## src/rtl/data_ram_arbiter.sv

```systemverilog
// -----------------------------------------------------------------------------
// data_ram_arbiter
//
// Shares one multi-cycle data_ram between two masters (typically the I-cache
// and D-cache refill paths). Requests are arbitrated round-robin in IDLE. The
// winner's we/addr/din are latched onto the RAM port and ram_cs is held until
// ram_ack, after which read data and a one-cycle ack go back to the winner.
// A watchdog aborts a transfer whose ram_ack never arrives and flags err.
//
// Ports:
//   clk, rst                   clock, asynchronous active-low reset
//   mX_cs/we/addr/din          master X request (cs held until mX_ack)
//   mX_dout                    registered read data, held until next completion
//   mX_ack, mX_err             one-cycle completion pulse, timeout flag
//   mX_stall                   mX_cs & ~mX_ack
//   ram_cs/we/addr/din         registered RAM controls and latched request
//   ram_dout, ram_ack          RAM read data and completion pulse
//   grant                      one-hot owner of the current transfer
//   busy                       high while a transfer is in BUSY or DONE
// -----------------------------------------------------------------------------
module data_ram_arbiter #(
    parameter int unsigned TIMEOUT = 16
) (
    input  logic        clk,
    input  logic        rst,
    input  logic        m0_cs,
    input  logic        m1_cs,
    input  logic        m0_we,
    input  logic        m1_we,
    input  logic [31:0] m0_addr,
    input  logic [31:0] m1_addr,
    input  logic [31:0] m0_din,
    input  logic [31:0] m1_din,
    output logic [31:0] m0_dout,
    output logic [31:0] m1_dout,
    output logic        m0_ack,
    output logic        m1_ack,
    output logic        m0_err,
    output logic        m1_err,
    output logic        m0_stall,
    output logic        m1_stall,
    output logic        ram_cs,
    output logic        ram_we,
    output logic [31:0] ram_addr,
    output logic [31:0] ram_din,
    input  logic [31:0] ram_dout,
    input  logic        ram_ack,
    output logic [1:0]  grant,
    output logic        busy
);

    typedef enum logic [1:0] {
        ST_IDLE = 2'd0,
        ST_BUSY = 2'd1,
        ST_DONE = 2'd2
    } state_t;

    // TIMEOUT is at most 255, so an 8-bit watchdog always suffices.
    localparam logic [7:0] CNT_LAST = 8'(TIMEOUT - 1);

    state_t      r_state;
    state_t      w_next_state;

    logic        w_start;      // IDLE accepts a request this cycle
    logic        w_sel;        // winner of this arbitration: 0 = m0, 1 = m1
    logic        w_finish;     // BUSY sees ram_ack
    logic        w_abort;      // BUSY watchdog expired without ram_ack

    logic        r_last;       // 1 = m1 was granted most recently
    logic [7:0]  r_cnt;
    logic [1:0]  r_grant;
    logic [1:0]  r_ack;
    logic [1:0]  r_err;
    logic [31:0] r_m0_dout;
    logic [31:0] r_m1_dout;
    logic        r_ram_cs;
    logic        r_ram_we;
    logic [31:0] r_ram_addr;
    logic [31:0] r_ram_din;

    // NOTE: every sequential block uses non-blocking assignments so that all
    // registers update from the same pre-edge values regardless of order.
    always_ff @(posedge clk or negedge rst) begin
        if (!rst) begin
            r_state <= ST_IDLE;
        end else begin
            r_state <= w_next_state;
        end
    end

    // NOTE: every signal written here gets a default first, otherwise a path
    // that skips an assignment infers a latch.
    always_comb begin
        w_next_state = r_state;
        w_start      = 1'b0;
        w_sel        = 1'b0;
        w_finish     = 1'b0;
        w_abort      = 1'b0;
        unique case (r_state)
            ST_IDLE: begin
                if (m0_cs || m1_cs) begin
                    w_start      = 1'b1;
                    // On a tie the master that did not win last time goes first;
                    // otherwise the single requester wins.
                    w_sel        = (m0_cs && m1_cs) ? ~r_last : m1_cs;
                    w_next_state = ST_BUSY;
                end
            end
            ST_BUSY: begin
                if (ram_ack) begin
                    w_finish     = 1'b1;
                    w_next_state = ST_DONE;
                end else if (r_cnt == CNT_LAST) begin
                    w_abort      = 1'b1;
                    w_next_state = ST_DONE;
                end
            end
            ST_DONE: begin
                // Masters are ignored here; ram_cs stays low for this cycle so
                // the RAM returns to idle before the next access.
                w_next_state = ST_IDLE;
            end
            default: begin
                w_next_state = ST_IDLE;
            end
        endcase
    end

    always_ff @(posedge clk or negedge rst) begin
        if (!rst) begin
            r_last     <= 1'b1;
            r_cnt      <= '0;
            r_grant    <= '0;
            r_ack      <= '0;
            r_err      <= '0;
            r_m0_dout  <= '0;
            r_m1_dout  <= '0;
            r_ram_cs   <= 1'b0;
            r_ram_we   <= 1'b0;
            r_ram_addr <= '0;
            r_ram_din  <= '0;
        end else begin
            // ack/err are single-cycle pulses, set only on entry to DONE.
            r_ack <= '0;
            r_err <= '0;

            if (w_start) begin
                r_ram_cs   <= 1'b1;
                r_ram_we   <= w_sel ? m1_we   : m0_we;
                r_ram_addr <= w_sel ? m1_addr : m0_addr;
                r_ram_din  <= w_sel ? m1_din  : m0_din;
                r_grant    <= w_sel ? 2'b10   : 2'b01;
                r_cnt      <= '0;
            end

            if (r_state == ST_BUSY) begin
                r_cnt <= r_cnt + 8'd1;
            end

            if (w_finish || w_abort) begin
                r_ram_cs <= 1'b0;
                r_last   <= r_grant[1];
                r_ack    <= r_grant;
                if (w_abort) begin
                    r_err <= r_grant;
                end
                // A write leaves the winner's dout untouched; an aborted read
                // returns zero rather than whatever is on ram_dout.
                if (!r_ram_we) begin
                    if (r_grant[0]) begin
                        r_m0_dout <= w_abort ? '0 : ram_dout;
                    end
                    if (r_grant[1]) begin
                        r_m1_dout <= w_abort ? '0 : ram_dout;
                    end
                end
            end

            if (r_state == ST_DONE) begin
                r_grant <= '0;
            end
        end
    end

    assign m0_dout  = r_m0_dout;
    assign m1_dout  = r_m1_dout;
    assign m0_ack   = r_ack[0];
    assign m1_ack   = r_ack[1];
    assign m0_err   = r_err[0];
    assign m1_err   = r_err[1];
    assign m0_stall = m0_cs & ~r_ack[0];
    assign m1_stall = m1_cs & ~r_ack[1];
    assign ram_cs   = r_ram_cs;
    assign ram_we   = r_ram_we;
    assign ram_addr = r_ram_addr;
    assign ram_din  = r_ram_din;
    assign grant    = r_grant;
    assign busy     = (r_state != ST_IDLE);

endmodule

```

## config.mk

```make
export PLATFORM = sky130hd
export DESIGN_NAME = data_ram_arbiter
export DESIGN_NICKNAME = d
export VERILOG_FILES = /design/src/rtl/data_ram_arbiter.sv
export SDC_FILE = /design/constraint.sdc
export NUM_CORES = 1
export LEC_CHECK = 0
export ABC_AREA = 0
export BUFFER_PORTS_ARGS = -buffer_cell sky130_fd_sc_hd__buf_4
export CORE_ASPECT_RATIO = 1.1
export CORE_MARGIN = 5
export CORE_UTILIZATION = 25
export CTS_CLUSTER_DIAMETER = 200
export CTS_CLUSTER_SIZE = 20
export DETAILED_ROUTE_END_ITERATION = 10
export GPL_ROUTABILITY_DRIVEN = 0
export MAX_ROUTING_LAYER = met4
export PLACE_DENSITY_LB_ADDON = 0.3
export SYNTH_ARGS = -nofsm -noshare
export SYNTH_HDL_FRONTEND = slang
export SYNTH_SLANG_ARGS = --single-unit
```

## constraint.sdc

```tcl
create_clock -name clk -period 3.76 [get_ports clk]
set_clock_uncertainty 0.1 [all_clocks]
set_input_delay 0.752 -clock clk [delete_from_list [all_inputs] [get_ports clk]]
set_output_delay 0.752 -clock clk [all_outputs]
set_load 0.01 [all_outputs]
```

# Word level (Yosys, flattened, before mapping)
# Index checks and enable logic that the tools add are counted.
word_totals:
  ff_bits: 147
  output_inout_bits: 139
  word_cells: 63
classes:
  addsub: 1
  eq_ne: 5
  n_mux: 28
  bitwise: 6
  reduce_logical: 11
ops:
  columns: ["cell", "n"]
  rows:
  - ["32-bit 2-to-1 mux", 3]
  - ["2-bit 2-to-1 mux", 9]
  - ["8-bit 2-to-1 mux", 2]
  - ["1-bit 2-to-1 mux", 13]
  - ["8-bit by 1-bit adder with 8-bit output (second input constant)", 1]
  - ["8-bit by 4-bit == test with 1-bit output (second input constant)", 1]
  - ["2-bit nonzero test", 4]
  - ["3-bit AND reduction", 2]
  - ["1-bit inverter", 4]
  - ["2-bit one-hot mux with 2 select lines", 1]
  - ["3-bit inequality test (second input constant)", 1]
  - ["1-bit bitwise AND", 2]
  - ["2-bit by 1-bit == test with 1-bit output (second input constant)", 1]
  - ["2-bit == test (second input constant)", 1]
  - ["2-bit zero test", 1]
  - ["1-bit logical OR", 2]
  - ["2-bit inequality test (second input constant)", 1]
  - ["2-bit AND reduction", 1]
  - ["1-bit logical AND", 1]

# Longest topological paths before layout
logic_depth:
  ltp_word: 7
  ltp_mapped: 7
  depth_no_buf: 5

# Least setup slack after synthesis
# OpenSTA, ideal clock, no wires.
synth_timing:
  path_kind: "input to register"
  startpoint: "input port m0_cs"
  endpoint: "register r_ram_addr[0], in the netlist ram_addr[0]"
  setup_ns: 0.126
  arrival_ns: 2.057
  required_time_ns: 3.534
  setup_slack_ns: 1.477
  cell_stages: 7
  n_path_buf: 3
  path_cell_list: "clkbuf_1 a21bo_1 or3_1 buf_2 buf_6 and3_1 a221o_1"
synth_via:
  elab_chain_cells: 5
  word_cells_on_any_way: 8
  classes_between: "mux (6); reduce/logical (2)"
synth_lines:
  columns: ["element", "line_no", "text"]
  rows:
  - ["start: declaration", "26", "input logic m0_cs,"]
  - ["1-bit logical AND", "105", "w_sel = (m0_cs && m1_cs) ? ~r_last : m1_cs;"]
  - ["1-bit 2-to-1 mux", "105", null]
  - ["1-bit 2-to-1 mux", "101", "if (m0_cs || m1_cs) begin"]
  - ["1-bit 2-to-1 mux", "99", "unique case (r_state)"]
  - ["32-bit 2-to-1 mux", "150", "r_ram_addr <= w_sel ? m1_addr : m0_addr;"]
  - ["end signal: assignment", "150", null]
  - ["end: declaration", "78", "logic [31:0] r_ram_addr;"]
# Parallel ways exist; a longest one is shown, timed or not.
# A chain may end at the register's enable or synchronous reset.

# Final worst setup path
layout_timing:
  startpoint: "register r_state[0]"
  endpoint: "output port busy"
layout_via:
  elab_chain_cells: 1
layout_lines:
  columns: ["element", "line_no", "text"]
  rows:
  - ["start: declaration", "61", "state_t r_state;"]
  - ["start signal: assignment", "87", "r_state <= w_next_state;"]
  - ["2-bit nonzero test", "198", "assign busy = (r_state != ST_IDLE);"]
  - ["end: declaration", "49", "output logic busy"]
# No other way between the ends.

==> summary.txt <==
Pwr
  • Max VDD drop: 0.318 mV
  • Tot Pwr: 7.57 mW
  • Static Leakage: 4.59 nW
  • Share of power burned in registers: 36.2%
  • Logic pwr share: 42.6%
  • Psw: 2.80 mW
  • Internal: 4.77 mW
  • Clk pwr share: 21.2%
  • Sw Share: 36.9%
  • Power Density: 830 nW/um^2

Global routing
  • All-Layer GR Usage: 15.9%
  • Initial antenna violation count: 0
  • First-pass GRT wire length: 32400 um
  • Vias in the first global route: 5722
  • Largest net degree at the start of global routing: 63
  • Overflow after GRT: 0

Timing
  • Final TNS setup: 0 ns
  • Final Cycle Share: 64.1%
  • Max Transition Viols Final: 0
  • RSZ-0062 raised after global routing: false
  • Final hold vios: 0
  • Fin crit period: 2.41 ns
  • Final setup viols: 0
  • Maximum operating frequency: 415 MHz
  • Max-slew headroom: 35.8%
  • Worst slew pin tran: 0.963 ns

Detailed routing
  • Drt via density: 4.73
  • Initial DRC Count: 269
  • Post-route antenna net violation count: 0
  • Drt total wl: 21300 um
  • Wire per inst: 18.4 um
  • Residual DRC: 0
  • Vias: 5477
  • DR pass1 iterations: 4

Clocking
  • Resize count post-CTS: 0
  • Clock Sinks: 147
  • Cts-stage hold buffer count: 0
  • Number of setup buffers added after CTS: 0
  • Clk slew on worst S/H paths: 0.07 ns
  • Htree depth: 4
  • Root buf cell: clkbuf_16
  • CTS tree: built
  • Clock Latency Late Sink: 0.43 ns
  • CTS Buf Count: 17
  • Clock Tree Buf Depth: 2

Floorplanning
  • Die ar.: 27000 um^2
  • Row cnt: 59
  • Die W: 157 um
  • Io pins: 306
  • Die H: 172 um
  • Core ar.: 23500 um^2
  • Initial Utilization: 25.3%

Worst setup path
  • FF-to-FF Start: r_state[0]
  • WP data required: 2.91 ns
  • R2R depth: 5
  • Setup crit start kind: flop
  • Crit path max fanout: 9
  • Critical Path End Type: output port
  • CP Class: reg -> out
  • Worst reg-to-reg setup slack: 1.35 ns
  • Critical Path AT: 1.56 ns
  • Reg-to-reg endpoint: ram_din[10]

Finish
  • Area Overhead vs Synth: 53.0%
  • Diode count: 0
  • Post-Layout Cell Count: 1158
  • Layout cells sized above 1: 41.3%
  • Fin nets: 1008

Placement
  • HPWL after detailed placement: 14900 um
  • I/O Buffers: 305
  • Cells after DPL: 1126

Yosys
  • Cell variety after synth: 35
  • Post-synth top area share: 61.3%
  • Cell with the most instances after synthesis: dfrtp_1
  • EDFF count, synth: 0
  • Synthesized instance count: 552
  • Top cells by area, synth: dfrtp_1 (61%), a22o_1 (9.6%), o21ai_0 (4.7%)
  • Synth Warn #: 0
  • Ys flop type: dfrtp_1
  • Post-synth design cell area: 5960 um^2
  • Dominant cell type by area after synthesis: dfrtp_1
  • Synth cell count leaders: dfrtp_1 (146), a22o_1 (65), nand2_1 (57)
  • Synth Register Bits: 147
  • Ys async rst share: 100%
  • Syn Nets: 720
  • Register area share after synthesis: 61.8%
  • Synth Area per Inst: 10.8 um^2

Outcome
  • Outcome: finished, final reports clean

Min path
  • HP Class: in -> async

Run
  • Max-cap violations: 0
[placed cells by master (no fill, tap or decap), drive strengths merged]
| cell type | instances |
|---|---|
| ha | 1 |
| inv | 12 |
| nand4 | 1 |
| o31ai | 2 |
| o22ai | 1 |
| mux2 | 1 |
| mux2i | 2 |
| nor2b | 1 |
| buf | 315 |
| and2 | 3 |
| nand3 | 2 |
| dfstp | 1 |
| clkinvlp | 4 |
| o21ai | 57 |
| a221o | 19 |
| nand2b | 2 |
| nand2 | 57 |
| clkinv | 3 |
| a21o | 1 |
| and3 | 25 |
| a32oi | 1 |
| or3 | 1 |
| a21oi | 47 |
| a31oi | 1 |
| nor3b | 1 |
| xor2 | 1 |
| clkbuf | 18 |
| nor3 | 4 |
| nor4 | 1 |
| nor2 | 55 |
| a21bo | 1 |
| dfrtp | 146 |
| a22o | 65 |
| o21a | 1 |
[state kept, by name, indices dropped and copies added, names as in the netlist]
| signal | flops |
|---|---|
| grant | 2 |
| m0_dout | 32 |
| m1_dout | 32 |
| r_ack | 2 |
| r_cnt | 8 |
| r_err | 2 |
| r_last | 1 |
| r_state | 2 |
| ram_addr | 32 |
| ram_cs | 1 |
| ram_din | 32 |
| ram_we | 1 |
[area by class of cell]
cell class	instances	area [um^2]
Fill cell	2343	14400
Sequential cell	147	3680
Timing Repair Buffer	315	2410
Multi-Input combinational cell	354	2080
Clock buffer	18	429
Tap cell	305	382
Clock inverter	14	119
Inverter	5	18.8
[logic make-up after synthesis]
kind of cell,Yosys count,synth area share (%)
AND/OR/NAND/NOR,153,11.3
flip-flops,147,61.8
AO/OA/AOI/OAI,196,22.5
multiplexers,3,0.525
XOR/XNOR,1,0.147
adder cells (fa/ha/maj),1,0.210
buffers and inverters,51,3.59
[metal layers]
layer / vias to the layer above / share of wire [%] / GRT usage, %
met5: - / 0 / -
met1: 2615 / 45 / 21.1
met3: 25 / 9.3 / 4.63
li1: 2565 / - / -
met4: 0 / 2.2 / 5.76
met2: 272 / 43 / 23.2
[power groups by stage]
stage	Clock, mW	Combinational, mW	Sequential [mW]
2_1_floorplan	0	1.26	3.00
3_3_place_gp	0	3.25	2.76
3_5_place_dp	0	3.28	2.75
4_1_cts	1.66	3.28	2.75
5_1_grt	1.72	3.54	2.84
6_report	1.60	3.22	2.74
[worst max-delay path, stage by stage (launching register included)]
cell and delay [ns]:
dfrtp_1 0.48, nor2_1 0.36, inv_1 0.11, buf_4 0.17
[through the flow]
stage | setup WS (ns) | utilization [%] | instance area, um^2 | hold slack (ns)
5_1_grt | 1.12 | 38.7 | 9120 | 0.262
3_3_place_gp | 1.23 | 36.4 | 8570 | 0.364
3_5_place_dp | 1.20 | 36.4 | 8570 | 0.374
2_1_floorplan | 1.48 | - | 5960 | 0.350
6_report | 1.35 | 38.7 | 9120 | 0.214
4_1_cts | 1.29 | 38.7 | 9120 | 0.234
[worst max-delay path by stage]
stage | end | depth (start not counted) | slack, ns | startpoint
after floorplan | ram_addr[0] | 7 | 1.48 | m0_cs
after global placement | ram_din[15] | 5 | 1.23 | m1_cs
after detailed placement | ram_addr[30] | 5 | 1.20 | m1_cs
after CTS | ram_din[10] | 5 | 1.29 | r_state[0]
after global routing | ram_din[18] | 5 | 1.12 | r_state[0]
final | busy | 3 | 1.35 | r_state[0]
Power figures use the tool's default switching activity.
